### src/rtl/alu_bist_if.sv
// ALU operand/result bus between the BIST engine and the alu.
// Master drives operands and op; slave returns result and flags.
interface alu_bist_if #(
  parameter int WIDTH = 32
);
  logic [WIDTH-1:0] a;
  logic [WIDTH-1:0] b;
  logic [1:0]       ALUControl;
  logic [WIDTH-1:0] Result;
  logic [3:0]       ALUFlags;

  modport master (
    output a, b, ALUControl,
    input  Result, ALUFlags
  );

  modport slave (
    input  a, b, ALUControl,
    output Result, ALUFlags
  );
endinterface

### src/rtl/alu_bist.sv
// On-chip stimulus/response engine for the combinational alu.
// LFSR operands, all four ops per pair, NZCV model, first-fail capture.
module alu_bist #(
  parameter int          WIDTH     = 32,
  parameter int          N_VECTORS = 256,
  parameter logic [31:0] SEED      = 32'hACE1_2468
) (
  input  logic             clk,
  input  logic             reset,
  input  logic             start,
  alu_bist_if.master       alu,
  output logic             busy,
  output logic             done,
  output logic             pass,
  output logic [15:0]      err_count,
  output logic [WIDTH-1:0] fail_a,
  output logic [WIDTH-1:0] fail_b,
  output logic [1:0]       fail_ctrl
);

  typedef enum logic [1:0] {
    IDLE,
    LOAD,
    CHECK,
    DONE
  } state_e;

  localparam logic [31:0] SEED_C =
    (SEED == 32'd0) ? 32'd1 : SEED;
  localparam int CW =
    (N_VECTORS > 1) ? $clog2(N_VECTORS) : 1;
  localparam logic [CW-1:0] LAST = CW'(N_VECTORS - 1);
  localparam int MSB = WIDTH - 1;

  state_e           state_q;
  logic [31:0]      lfsr_q;
  logic [CW-1:0]    cnt_q;
  logic [WIDTH-1:0] a_q;
  logic [WIDTH-1:0] b_q;
  logic [1:0]       ctrl_q;
  logic             busy_q;
  logic             done_q;
  logic             pass_q;
  logic [15:0]      err_q;
  logic [WIDTH-1:0] fail_a_q;
  logic [WIDTH-1:0] fail_b_q;
  logic [1:0]       fail_ctrl_q;

  logic [31:0]      lfsr1_d;
  logic [31:0]      lfsr2_d;
  logic [WIDTH-1:0] bop_d;
  logic [WIDTH:0]   sum_d;
  logic [WIDTH-1:0] res_d;
  logic [3:0]       flags_d;
  logic             miss_d;
  logic             start_d;

  function automatic logic [31:0] step(
    input logic [31:0] l
  );
    return (l >> 1) ^ (l[0] ? 32'h8020_0003 : 32'h0);
  endfunction

  // LFSR lookahead and the expected result/flags for the
  // operands and op currently on the bus.
  always_comb begin
    lfsr1_d = step(lfsr_q);
    lfsr2_d = step(lfsr1_d);
    bop_d   = ctrl_q[0] ? ~b_q : b_q;
    sum_d   = {1'b0, a_q} + {1'b0, bop_d}
            + {{WIDTH{1'b0}}, ctrl_q[0]};
    res_d   = sum_d[WIDTH-1:0];
    unique case (ctrl_q)
      2'b10:   res_d = a_q & b_q;
      2'b11:   res_d = a_q | b_q;
      default: res_d = sum_d[WIDTH-1:0];
    endcase
    flags_d[3] = res_d[MSB];
    flags_d[2] = (res_d == '0);
    flags_d[1] = sum_d[WIDTH] & ~ctrl_q[1];
    flags_d[0] = ~(a_q[MSB] ^ b_q[MSB] ^ ctrl_q[0])
               & (a_q[MSB] ^ sum_d[MSB]) & ~ctrl_q[1];
    miss_d  = (alu.Result != res_d)
            | (alu.ALUFlags != flags_d);
    start_d = start
            & ((state_q == IDLE) | (state_q == DONE));
  end

  // Run sequencer: load pair, check four ops, repeat, report.
  always_ff @(posedge clk) begin
    if (reset) begin
      state_q     <= IDLE;
      lfsr_q      <= SEED_C;
      cnt_q       <= '0;
      a_q         <= '0;
      b_q         <= '0;
      ctrl_q      <= 2'b00;
      busy_q      <= 1'b0;
      done_q      <= 1'b0;
      pass_q      <= 1'b0;
      err_q       <= '0;
      fail_a_q    <= '0;
      fail_b_q    <= '0;
      fail_ctrl_q <= 2'b00;
    end else if (start_d) begin
      state_q     <= LOAD;
      lfsr_q      <= SEED_C;
      cnt_q       <= '0;
      busy_q      <= 1'b1;
      done_q      <= 1'b0;
      pass_q      <= 1'b0;
      err_q       <= '0;
      fail_a_q    <= '0;
      fail_b_q    <= '0;
      fail_ctrl_q <= 2'b00;
    end else begin
      unique case (state_q)
        LOAD: begin
          a_q     <= lfsr_q[WIDTH-1:0];
          b_q     <= lfsr1_d[WIDTH-1:0];
          lfsr_q  <= lfsr2_d;
          ctrl_q  <= 2'b00;
          state_q <= CHECK;
        end
        CHECK: begin
          if (miss_d) begin
            if (err_q != 16'hFFFF) err_q <= err_q + 16'd1;
            if (err_q == 16'd0) begin
              fail_a_q    <= a_q;
              fail_b_q    <= b_q;
              fail_ctrl_q <= ctrl_q;
            end
          end
          if (ctrl_q != 2'b11) begin
            ctrl_q <= ctrl_q + 2'b01;
          end else if (cnt_q == LAST) begin
            state_q <= DONE;
            busy_q  <= 1'b0;
            done_q  <= 1'b1;
            pass_q  <= (err_q == 16'd0) & ~miss_d;
          end else begin
            cnt_q   <= cnt_q + 1'b1;
            state_q <= LOAD;
          end
        end
        default: ;
      endcase
    end
  end

  assign alu.a          = a_q;
  assign alu.b          = b_q;
  assign alu.ALUControl = ctrl_q;
  assign busy           = busy_q;
  assign done           = done_q;
  assign pass           = pass_q;
  assign err_count      = err_q;
  assign fail_a         = fail_a_q;
  assign fail_b         = fail_b_q;
  assign fail_ctrl      = fail_ctrl_q;

endmodule

### src/flat_wrapper.sv
// flat-port wrapper written by rule: the top's interface ports become plain ports
module alu_bist_flat 
#(
  parameter int          WIDTH     = 32,
  parameter int          N_VECTORS = 256,
  parameter logic [31:0] SEED      = 32'hACE1_2468
)
  (clk, reset, start, busy, done, pass, err_count, fail_a, fail_b, fail_ctrl, alu_a, alu_b, alu_ALUControl, alu_Result, alu_ALUFlags);
  alu_bist_if #(.WIDTH(WIDTH)) alu_i ();
  input  logic clk;
  input  logic reset;
  input  logic start;
  output logic busy;
  output logic done;
  output logic pass;
  output logic [15:0] err_count;
  output logic [WIDTH-1:0] fail_a;
  output logic [WIDTH-1:0] fail_b;
  output logic [1:0] fail_ctrl;
  output wire logic [$bits(alu_i.a)-1:0] alu_a;
  output wire logic [$bits(alu_i.b)-1:0] alu_b;
  output wire logic [$bits(alu_i.ALUControl)-1:0] alu_ALUControl;
  input wire logic [$bits(alu_i.Result)-1:0] alu_Result;
  input wire logic [$bits(alu_i.ALUFlags)-1:0] alu_ALUFlags;
  assign alu_a = alu_i.a;
  assign alu_b = alu_i.b;
  assign alu_ALUControl = alu_i.ALUControl;
  assign alu_i.Result = alu_Result;
  assign alu_i.ALUFlags = alu_ALUFlags;
  alu_bist #(.WIDTH(WIDTH), .N_VECTORS(N_VECTORS), .SEED(SEED)) u_core (.clk(clk), .reset(reset), .start(start), .alu(alu_i), .busy(busy), .done(done), .pass(pass), .err_count(err_count), .fail_a(fail_a), .fail_b(fail_b), .fail_ctrl(fail_ctrl));
endmodule
### config.mk
export PLATFORM = sky130hd
export DESIGN_NAME = alu_bist_flat
export DESIGN_NICKNAME = d
export VERILOG_FILES = /design/src/rtl/alu_bist_if.sv /design/src/rtl/alu_bist.sv /design/src/flat_wrapper.sv
export SDC_FILE = /design/constraint.sdc
export NUM_CORES = 1
export LEC_CHECK = 0
export CORE_MARGIN = 1.5
export CORE_UTILIZATION = 30
export DETAILED_ROUTE_END_ITERATION = 12
export PLACE_DENSITY = 0.62
export SLEW_MARGIN = 15
export SYNTH_ARGS = -nofsm -noshare
export SYNTH_HDL_FRONTEND = slang
export SYNTH_SLANG_ARGS = --single-unit
export TNS_END_PERCENT = 30
### constraint.sdc
create_clock -name clk -period 13.6 [get_ports clk]
set_input_delay 1.36 -clock clk [delete_from_list [all_inputs] [get_ports clk]]
set_output_delay 1.36 -clock clk [all_outputs]
set_load 0.05 [all_outputs]
==> impl_metrics.ini <==
[final_layout]
final_nets = 1547
diodes = 0
syn_to_final_growth_pct = 22.0
stdcell_area_um2 = 12700
drive_gt1_share_pct = 5.22

[pwr]
ir_drop_mv = 0.0751
total_power_w = 0.00165
powerDensity_nw_per_um2 = 130
p_leak_nw = 4.92

[floorplan]
num_rows = 68
dieArea_um2 = 35800
start_util_pct = 30.3
core_area_um2 = 34400
die_h_um = 189
die_w_um = 189
ioPinCount = 190

[placement]
portBuffers = 189
dpl.hpwl_um = 30700
placed_area_um2 = 12100
dp_slack_ns = 7.82
place_congestion = 0.964

[cts]
clk_pin_slew_ns = 0.07
cts_buffer_depth = 2
cts_htree_levels = 4
holdBufCountCts = 0
cts-buffers-inserted = 17
cts_tree = done
cts_setup_buffers = 0
cts.sinks = 135
clk_latency_ns = 0.42
cts_resized = 0
root_buffer = clkbuf_16

[sta]
slew_headroom_pct = 30.6
setup_violations = 0
setup_slack_ns = 7.64
hold_viol_final = 0
fmax_ghz = 0.168
drv_slew = 0
final.min_clock_period_ns = 5.96
worstMarginPinSlew_ns = 1.03
rsz0062_at_grt = no
fin_crit_sh_pct = 43.9
hold_ws_ns = 0.454
final.setup_skew_ns = 0.0108
finalSetupTns_ns = 0

[synthesis]
ys_seq_elements = 135
avgSynthCellArea_um2 = 7.40
synth_flop_cell = dfxtp_1
postSynthCellCount = 1406
yosysUniqueCellTypes = 82
syn_nets = 1490
synth_edf_count = 0
synth_async_sr_flop_share_pct = 0
yosys_warnings = 0
ys_seq_area_share_pct = 26.0
syn_area_um2 = 10400

[route]
routedWlPerCell_um = 21.2
vias_per_cell = 5.60
drc = 0
drtIter0Drc = 861
via_count = 10800
drtPass1Iterations = 7
wl_um = 41000
detail-route-antenna-nets = 0

[setup_path]
cp-start-kind = register
r2r_setup_slack_ns = 7.64
critPathArrivalTime_ns = 6.31
cp_data_required_time_ns = 13.94
critPathKind = register to register
cp-end-kind = register
worst-path-max-fanout = 37

[hold_path]
hold_class = register to register

[grt]
grt_overflow = 0
antenna_found_initial = 0
grt_pass1_wl_um = 61000
grt_pass1_vias = 10000
grt_start_max_net_pins = 71
grtUsageTotal_pct = 22.3

[job]
drv_cap = 0

[status]
status = completed
-- synth_stat cells (5+ instances only) --
cell	n	area (um^2)
mux2i_1	33	330
and2_1	8	50.1
o2111ai_1	5	43.8
nand3_1	88	440
or3_1	11	68.8
nor4_1	8	50.1
nor3_1	32	160
or4_1	9	67.6
a22oi_1	11	82.6
dfxtp_1	135	2700
a21o_1	29	218
a22o_1	7	61.3
o21a_1	10	75.1
a221oi_1	8	70.1
a2111oi_0	5	43.8
o311ai_0	6	52.6
a31oi_1	6	37.5
inv_1	30	113
xor2_1	51	447
buf_4	60	450
nand2_1	210	788
nand4_1	31	194
nand2b_1	18	113
o211ai_1	15	113
ha_1	44	551
nor2_1	79	297
a21boi_0	5	37.5
and3_1	18	113
a21oi_1	147	736
clkbuf_1	66	248
xnor2_1	24	210
a222oi_1	5	50.1
o21ai_0	61	305
buf_1	16	60.1
buf_6	7	78.8
a211oi_1	8	60.1
buf_2	17	85.1
-- registers in the layout, indices dropped and copies added (netlist names) --
| signal | count |
|---|---|
| u_core.fail_a | 4 |
| u_core.alu.b | 31 |
| u_core.pass | 1 |
| u_core.err_count | 16 |
| u_core.alu.ALUControl | 2 |
| u_core.fail_ctrl | 2 |
| u_core.done | 1 |
| u_core.busy | 1 |
| u_core.cnt_q | 8 |
| u_core.fail_b | 31 |
| u_core.state_q | 2 |
| u_core.lfsr_q | 32 |
| u_core.alu.a | 4 |
-- cell type report --
class	count	area, um^2
fillers	3609	21700
multi-input cells	1074	6670
flip-flops and latches	135	2700
repair buffers	204	2000
well taps	455	569
clock buffers	17	425
clock inverters	15	204
inverters	31	116
-- report_power, final --
group	switching (W)	internal (W)	total, W	leakage [nW]
combinational	0.000432	0.000228	0.000661	3.52
clock	0.000195	0.000297	0.000492	0.308
sequential	0.0000691	0.000424	0.000493	1.09
-- worst paths after layout --
| kind | depth (start not counted) | startpoint | endpoint |
|---|---|---|---|
| worst max-delay path | 15 | u_core.alu.ALUControl[0] | u_core.fail_b[9] |
| worst min-delay path | 2 | u_core.done | u_core.done |
| worst min register to register | 2 | u_core.done | u_core.done |
| worst max register to register | 15 | u_core.alu.ALUControl[0] | u_core.fail_b[9] |
-- stage by stage --
step	utilization (%)	std cells
global route	36.9	1931
finish	36.9	1931
CTS	36.9	1931
detailed placement	35.1	1899
global placement	35.1	1899
floorplan	-	1406
-- critical path, cell delays in order (launching register included) --
cell and delay [ns]:
dfxtp_2 0.47, buf_4 0.50, xor2_1 0.15, ha_1 0.62
nand4_1 0.23, nor3_1 0.69, a221oi_1 0.25, o21a_1 0.24
mux2i_1 0.33, a31oi_1 0.12, a2111oi_0 0.52, nand4_1 0.28
and4b_1 0.43, a31o_2 0.70, nand2_1 0.14, a21oi_1 0.16
-- cell families after synthesis --
group,count (synthesis),synth area share [%]
xor+xnor,75,6.32
buf+inv,197,9.98
flops,135,26.0
fa+ha+maj,45,5.49
mux,38,3.83
compound gates,377,23.6
simple gates,539,24.8
-- metal layers --
| layer | GRT usage [%] | vias to the layer above | routed length (um) |
|---|---|---|---|
| met2 | 37.3 | 437 | 19400 |
| met4 | 6.14 | 0 | 829 |
| met5 | 0 | - | 0 |
| met1 | 29.2 | 5192 | 17800 |
| met3 | 4.00 | 57 | 3030 |
| li1 | - | 5120 | - |
-- layout by cell type (no fill, tap or decap), drive strengths merged, types with 29 or more instances in the layout --
master and count:
clkdlybuf4s50 189, nand3 89, inv 40, xor2 51, dfxtp 135, nor3 32
nand4 31, a21o 29, mux2i 34, nor2 79, nand2 210, o21ai 64
a21oi 148, ha 44
No activity file was read; power rests on OpenSTA's default activity.
